--- src/rtl/cpu_writeback.sv ---
// Writeback stage: buffers execute results in a small in-order FIFO, arbitrates them
// against returning loads (loads win), and tracks outstanding loads for hazard checks.
module cpu_writeback #(
  parameter int unsigned EX_FIFO_DEPTH = 2
) (
  input  logic        clk_i,
  input  logic        rst_i,
  input  logic        ex_valid_i,
  output logic        ex_ready_o,
  input  logic [3:0]  ex_index_i,
  input  logic [31:0] ex_value_i,
  input  logic        ld_issue_i,
  input  logic [3:0]  ld_issue_index_i,
  input  logic        ld_valid_i,
  input  logic [3:0]  ld_index_i,
  input  logic [31:0] ld_value_i,
  input  logic [3:0]  rd_index1_i,
  input  logic [3:0]  rd_index2_i,
  output logic        busy1_o,
  output logic        busy2_o,
  output logic        write_enable_o,
  output logic [3:0]  reg_write_index_o,
  output logic [31:0] value_o,
  output logic [15:0] pending_o
);

  localparam int unsigned PtrW = (EX_FIFO_DEPTH > 1) ? $clog2(EX_FIFO_DEPTH) : 1;
  localparam int unsigned CntW = PtrW + 1;
  localparam logic [CntW-1:0] DepthCnt = CntW'(EX_FIFO_DEPTH);

  logic [PtrW-1:0] wr_ptr_q, wr_ptr_d;
  logic [PtrW-1:0] rd_ptr_q, rd_ptr_d;
  logic [CntW-1:0] count_q, count_d;
  logic [3:0]      mem_idx_q [EX_FIFO_DEPTH];
  logic [31:0]     mem_val_q [EX_FIFO_DEPTH];

  logic        we_q, we_d;
  logic [3:0]  wb_idx_q, wb_idx_d;
  logic [31:0] wb_val_q, wb_val_d;
  logic [15:0] pending_q, pending_d;

  logic push, pop, fifo_nonempty;

  // Gating with rst_i keeps ready low for the whole reset window, not just after the edge.
  assign ex_ready_o    = rst_i && (count_q < DepthCnt);
  assign fifo_nonempty = (count_q != '0);
  assign push          = ex_valid_i && ex_ready_o;
  assign pop           = !ld_valid_i && fifo_nonempty;

  always_comb begin
    wr_ptr_d = push ? wr_ptr_q + 1'b1 : wr_ptr_q;
    rd_ptr_d = pop  ? rd_ptr_q + 1'b1 : rd_ptr_q;
    count_d  = count_q;
    unique case ({push, pop})
      2'b10:   count_d = count_q + 1'b1;
      2'b01:   count_d = count_q - 1'b1;
      default: count_d = count_q;
    endcase
  end

  always_comb begin
    we_d     = ld_valid_i || fifo_nonempty;
    wb_idx_d = wb_idx_q;
    wb_val_d = wb_val_q;
    if (ld_valid_i) begin
      wb_idx_d = ld_index_i;
      wb_val_d = ld_value_i;
    end else if (fifo_nonempty) begin
      wb_idx_d = mem_idx_q[rd_ptr_q];
      wb_val_d = mem_val_q[rd_ptr_q];
    end
  end

  // Clear first so a same-cycle issue to the same register leaves the bit set.
  always_comb begin
    pending_d = pending_q;
    if (ld_valid_i) pending_d[ld_index_i] = 1'b0;
    if (ld_issue_i) pending_d[ld_issue_index_i] = 1'b1;
  end

  always_ff @(posedge clk_i or negedge rst_i) begin
    if (!rst_i) begin
      wr_ptr_q  <= '0;
      rd_ptr_q  <= '0;
      count_q   <= '0;
      we_q      <= 1'b0;
      wb_idx_q  <= '0;
      wb_val_q  <= '0;
      pending_q <= '0;
    end else begin
      wr_ptr_q  <= wr_ptr_d;
      rd_ptr_q  <= rd_ptr_d;
      count_q   <= count_d;
      we_q      <= we_d;
      wb_idx_q  <= wb_idx_d;
      wb_val_q  <= wb_val_d;
      pending_q <= pending_d;
    end
  end

  // Payload storage needs no reset; occupancy alone decides what is valid.
  always_ff @(posedge clk_i) begin
    if (push) begin
      mem_idx_q[wr_ptr_q] <= ex_index_i;
      mem_val_q[wr_ptr_q] <= ex_value_i;
    end
  end

  always_comb begin
    logic [PtrW-1:0] slot;
    busy1_o = pending_q[rd_index1_i] || (we_q && (wb_idx_q == rd_index1_i));
    busy2_o = pending_q[rd_index2_i] || (we_q && (wb_idx_q == rd_index2_i));
    for (int unsigned k = 0; k < EX_FIFO_DEPTH; k++) begin
      slot = rd_ptr_q + PtrW'(k);
      if (CntW'(k) < count_q) begin
        if (mem_idx_q[slot] == rd_index1_i) busy1_o = 1'b1;
        if (mem_idx_q[slot] == rd_index2_i) busy2_o = 1'b1;
      end
    end
  end

  assign write_enable_o    = we_q;
  assign reg_write_index_o = wb_idx_q;
  assign value_o           = wb_val_q;
  assign pending_o         = pending_q;

endmodule

--- config.mk ---
export PLATFORM = sky130hd
export DESIGN_NAME = cpu_writeback
export DESIGN_NICKNAME = d
export VERILOG_FILES = /design/src/rtl/cpu_writeback.sv
export SDC_FILE = /design/constraint.sdc
export NUM_CORES = 1
export LEC_CHECK = 0
export ABC_CLOCK_PERIOD_IN_PS = 7100
export BUFFER_PORTS_ARGS = -buffer_cell sky130_fd_sc_hd__buf_2
export CAP_MARGIN = 5
export CORE_ASPECT_RATIO = 1.75
export CORE_MARGIN = 1.5
export CORE_UTILIZATION = 30
export CTS_CLUSTER_DIAMETER = 40
export DETAILED_ROUTE_END_ITERATION = 10
export PLACE_DENSITY = 0.62
export SLEW_MARGIN = 20
export SYNTH_ARGS = -nofsm -noshare
export SYNTH_HDL_FRONTEND = slang
export SYNTH_SLANG_ARGS = --single-unit
--- constraint.sdc ---
create_clock -name clk_i -period 7.1 [get_ports clk_i]
set_clock_uncertainty 0.2 [all_clocks]
set_input_delay 1.775 -clock clk_i [delete_from_list [all_inputs] [get_ports clk_i]]
set_output_delay 1.775 -clock clk_i [all_outputs]
set_load 0.03 [all_outputs]
# Word-level counts from Yosys, hierarchy flattened
# Memory sizes are Yosys's and may differ from the RTL's.
# Index checks and enable logic that the tools add are counted.
# op_classes
eq_ne,8
add_sub_neg,4
bitwise,3
n_reduce_logical,14
muxes,25
order_cmp,9
# ops
op,count
$mux 32,2
$mux 16,2
$eq 4x4->1,6
$lt 4x5->1 const B,4
$and 16x16->16,1
$not 16->16,1
$or 16x16->16,1
$mux 1,14
$bmux 1 s4,2
$demux 1 s4,2
$ge 4x1->1 const B,2
$mux 4,2
$logic_and 1x1->1,7
$reduce_bool 2->1,3
$lt 1x2->1 const A,2
$pmux 2 s2,1
$logic_or 1x1->1,3
$add 1x1->1 const B,2
$add 2x1->2 const B,1
$eq 2x1->1 const B,1
$eq 2x2->1 const B,1
$lt 2x2->1 const B,1
$sub 2x1->2 const B,1
$logic_not 1->1,1
# totals
memories,2
output_inout_bits,56
ram_bits,72
ff_bits,57
# mem_list
name,depth,width,read_ports,rd_clocked_by_memory_dff,write_ports,line_no,text
mem_val_q,2,32,1,0,1,35,logic [31:0] mem_val_q [EX_FIFO_DEPTH];
mem_idx_q,2,4,2,0,1,34,logic [3:0] mem_idx_q [EX_FIFO_DEPTH];

# Logic depth before layout (Yosys ltp)
# depth
ltp_word,9
depth_mapped,8

# Worst setup path before layout
# No wires, ideal clock.
# synth_timing
kind,input to output
start,in rd_index1_i[1]
end,out busy1_o
cell_stages,6
setup_slack_ps,1977
arrival_ps,3148
path_buffers,1
path_cell_list,clkbuf_1 -> mux4_1 -> mux2i_1 -> nand2_1 -> o21ai_2 -> nand4_1
# synth_via
elab_chain_cells,7
word_cells_on_any_way,11
# synth_rtl
item,line_no,text
"start, declared",17,"input logic [3:0] rd_index1_i,"
$bmux 1 s4 / $eq 4x4->1 (equally long branches),111,busy1_o = pending_q[rd_index1_i] || (we_q && (wb_idx_q == rd_index1_i));
$mux 1 (implied by the code) / $logic_and 1x1->1 (equally long branches),111,
$logic_or 1x1->1,111,
$mux 1,116,if (mem_idx_q[slot] == rd_index1_i) busy1_o = 1'b1;
$mux 1,115,if (CntW'(k) < count_q) begin
$mux 1,116,
$mux 1 (*),115,
"end, declared",19,"output logic busy1_o,"
# Every way passes the cells marked *; elsewhere a longest branch is shown, timed or not. The select of a mux whose other input is x is not followed.

# Worst setup path after layout
# layout_timing
start,in rd_index1_i[2]
end,out busy1_o
# The elaborated chain is that of the path after synthesis.

==> results.txt <==
The flow ran to the end, and the final reports show no timing, DRC or antenna violations. Peak supply drop: 172.1 uV. The worst setup path is captured at an output pin. The area taken by flip-flops and latches is 3590 um^2, and the final cycle utilization of the critical path is 73.86%. At the pin with the least slew margin, the transition time is 1.011 ns.

The count of input and output buffers was 144. The final setup TNS was 0 ns. Critical path arrival: 3.27 ns.

The post-layout minimum cycle time is 5.244 ns, and the overall die width is 107.7 um. The number of antenna violations at the first check in global routing is 2. The tools report the total setup buffers inserted after CTS as 0. The number of nets handed over by synthesis was 560. Count of standard-cell rows: 66.

The H-tree generated during clock tree synthesis spans 4 levels. After the first detailed-routing iteration, the DRC count stood at 134. The post-synthesis area per instance is 12.30 um^2.

Across all layers, the routed design uses 4165 vias. Yosys printed 0 warnings. The final number of hold-violating endpoints is 0. The area growth from synthesis to layout is 25.71%. Once the floorplan was initialized, standard cells occupied 30.85% of the core. The die covers 20070 um^2.

The clock passes through at most 2 buffers. Number of distinct standard cells referenced by the synthesized netlist: 30. From bottom edge to top edge, the die measures 186.3 um. The tightest min-delay check is of the flip-flop to flip-flop type. Detailed placement ended at an HPWL of 10430 um. Buffers inserted to repair hold after CTS numbered 0. In this run the static leakage power is 3.071 nW. The global placer's final weighted congestion came out at 0.8754. The logs give 190.7 MHz for the peak clock frequency supported by timing and 699 for the number of nets in the finished design.

The headroom to the max-slew limit is 32.61%. Setup repair after global routing left no endpoint under its margin. The most used flip-flop cell after synthesis is edfxtp_1. TritonCTS built the clock tree.

In the final routed layout, each cell accounts on average for 17.23 um. The setup path with the least slack is of type input pin to output pin. The largest net degree at the start of global routing is 71, and the number of filler cells placed in the layout is 1879. Counting every instance in the synthesized netlist gives 468.

The area of the core was 18660 um^2; the sequential element share of the synthesized area was 62.32%. STA puts the critical path data required time at 5.12 ns. In this run, synthesis inferred 72 flip-flops with an integrated enable.

The clock-pin slew on the worst setup and hold paths is 0.05 ns, and the total standard cell area after synthesis is 5758 um^2. Total routing usage reported by global routing: 15.16%. Using the TritonRoute via totals, the vias-per-cell ratio works out to 4.843.

The maximum fanout count along the critical path is 6, and the I/O pin count is 145. Setup slack closes at 1.856 ns. In this run the remaining antenna-violating nets after routing total 0. The number of placed instances with taps included was 826; the number of global-route vias before repair was 4263.

The share of post-route cells with drive strength above 1 was 30.00%. The total power per unit cell area came out at 386.5 nW/um^2. Counting the buffers created by CTS gives 17.

The worst setup slack after placement came out at 1.838 ns. The tools report the final cell count without fillers as 860. The remaining routing DRC violations came out at 0. The tools report the area of the multi-input gates as 2003 um^2. Synthesis inferred 129 register bits.

The first global-routing pass estimated 22520 um of wire. The clock latency at the later pin of the worst-skew pair is 0.40 ns, and the number of slew-limit violations in the final report is 0. Max-cap violations in this run came to 0. The proportion of synthesized flip-flops having asynchronous set or reset came out at 44.19%. Setup violations remaining at the end of the flow were counted as 0. In this run, post-CTS repair resized a total of 0 instances. STA classifies the critical path startpoint as an input pin.

The detailed-route wire length came out at 14820 um. Clock tree synthesis selected as its root buffer the cell clkbuf_16. For this run the aggregate overflow at the end of global routing stands at 0.

The first TritonRoute pass finished after 4 iterations. The clock drives 129 sinks.
==> cell usage after synthesis, drive strengths merged, types with 10 or more instances <==
master,number,area [um^2]
a21oi,34,170.2
buf,11,91.33
clkbuf,18,67.56
dfrtp,57,1426
edfxtp,72,2162
mux2i,42,420.4
nand2,43,161.4
nand3,10,50.05
nor2,40,150.1
o21ai,67,342.8
xnor2,13,113.9
xor2,15,131.4
==> placed cells by master (no fill, tap or decap), types with 8 or more instances in the layout <==
cell,count
clkbuf_16,17
xnor2_1,13
nand2_1,43
dfrtp_1,56
edfxtp_1,72
xor2_1,15
nand3_1,10
o21ai_0,65
nor2_1,39
buf_2,144
mux2i_1,42
a21oi_1,34
mux4_1,8
==> metal layers <==
layer	share of wire [%]	global-route usage, %	vias up
met5	0	0	-
met4	4.4	8.895	0
met3	3.8	2.648	40
met2	57	29.27	154
met1	35	14.79	1998
li1	-	-	1973
==> final timing paths <==
check	slack, ns	end	cells past startpoint	from
max	1.86	busy1_o	6	rd_index1_i[2]
min	0.32	count_q[0]$_DFFE_PN0P_	1	count_q[0]$_DFFE_PN0P_
max reg2reg	4.83	mem_val_q[0][11]$_DFFE_PP_	4	count_q[1]$_DFFE_PN0P_
min reg2reg	0.32	count_q[0]$_DFFE_PN0P_	1	count_q[0]$_DFFE_PN0P_
max in group asynchronous	4.79	rd_ptr_q$_DFFE_PN0N_	2	rst_i
min in group asynchronous	1.37	pending_o[12]$_DFF_PN0_	2	rst_i
==> critical path, stage by stage <==
cell and delay, ns:
buf_2 0.17, mux4_1 0.57, mux2_2 0.29, o21ai_2 0.12, nand4_1 0.13, buf_2 0.21
==> cells by family (layout without fill, tap and decap cells) <==
family | count (synthesis) | after routing | synth area share (%)
AOI/OAI and AO/OA | 107 | 107 | 9.692
xor gates and xnor gates | 28 | 28 | 4.259
adders and majority gates | 3 | 3 | 0.6520
buffers and inverters | 34 | 186 | 3.085
DFF | 129 | 129 | 62.32
muxes | 52 | 52 | 11.34
other | 0 | 2 | 0
and+or+nand+nor | 115 | 115 | 8.648
==> metrics by stage <==
step | total power [mW] | area (um^2) | util, % | hold WS [ns]
after floorplan | 1.706 | 5758 | - | 0.2604
after global placement | 1.990 | 6668 | 35.73 | 0.2928
after detailed placement | 1.999 | 6668 | 35.73 | 0.3280
after CTS | 2.843 | 7233 | 38.76 | 0.3353
after global routing | 2.961 | 7238 | 38.78 | 0.3532
final | 2.797 | 7238 | 38.78 | 0.3248
==> power breakdown <==
group	total [mW]	internal (mW)	switching [mW]
Combinational	0.920	0.320	0.601
Sequential	1.05	0.943	0.104
Clock	0.830	0.523	0.308
==> registers in the layout (all words and copies together) (netlist names) <==
signal / flops
wr_ptr_q: 1
write_enable_o: 1
mem_idx_q: 8
reg_write_index_o: 4
mem_val_q: 64
count_q: 2
pending_o: 16
value_o: 32
rd_ptr_q: 1
==> final cells by class <==
cell class	count	area share [%]
diodes	2	0.06914
clock buffers	21	6.223
clock inverters	11	1.590
inverters	5	0.2593
multi-input cells	305	27.68
flip-flops and latches	129	49.59
well taps	238	4.114
repair buffers	149	10.48
No activity file was read; power rests on OpenSTA's default activity.
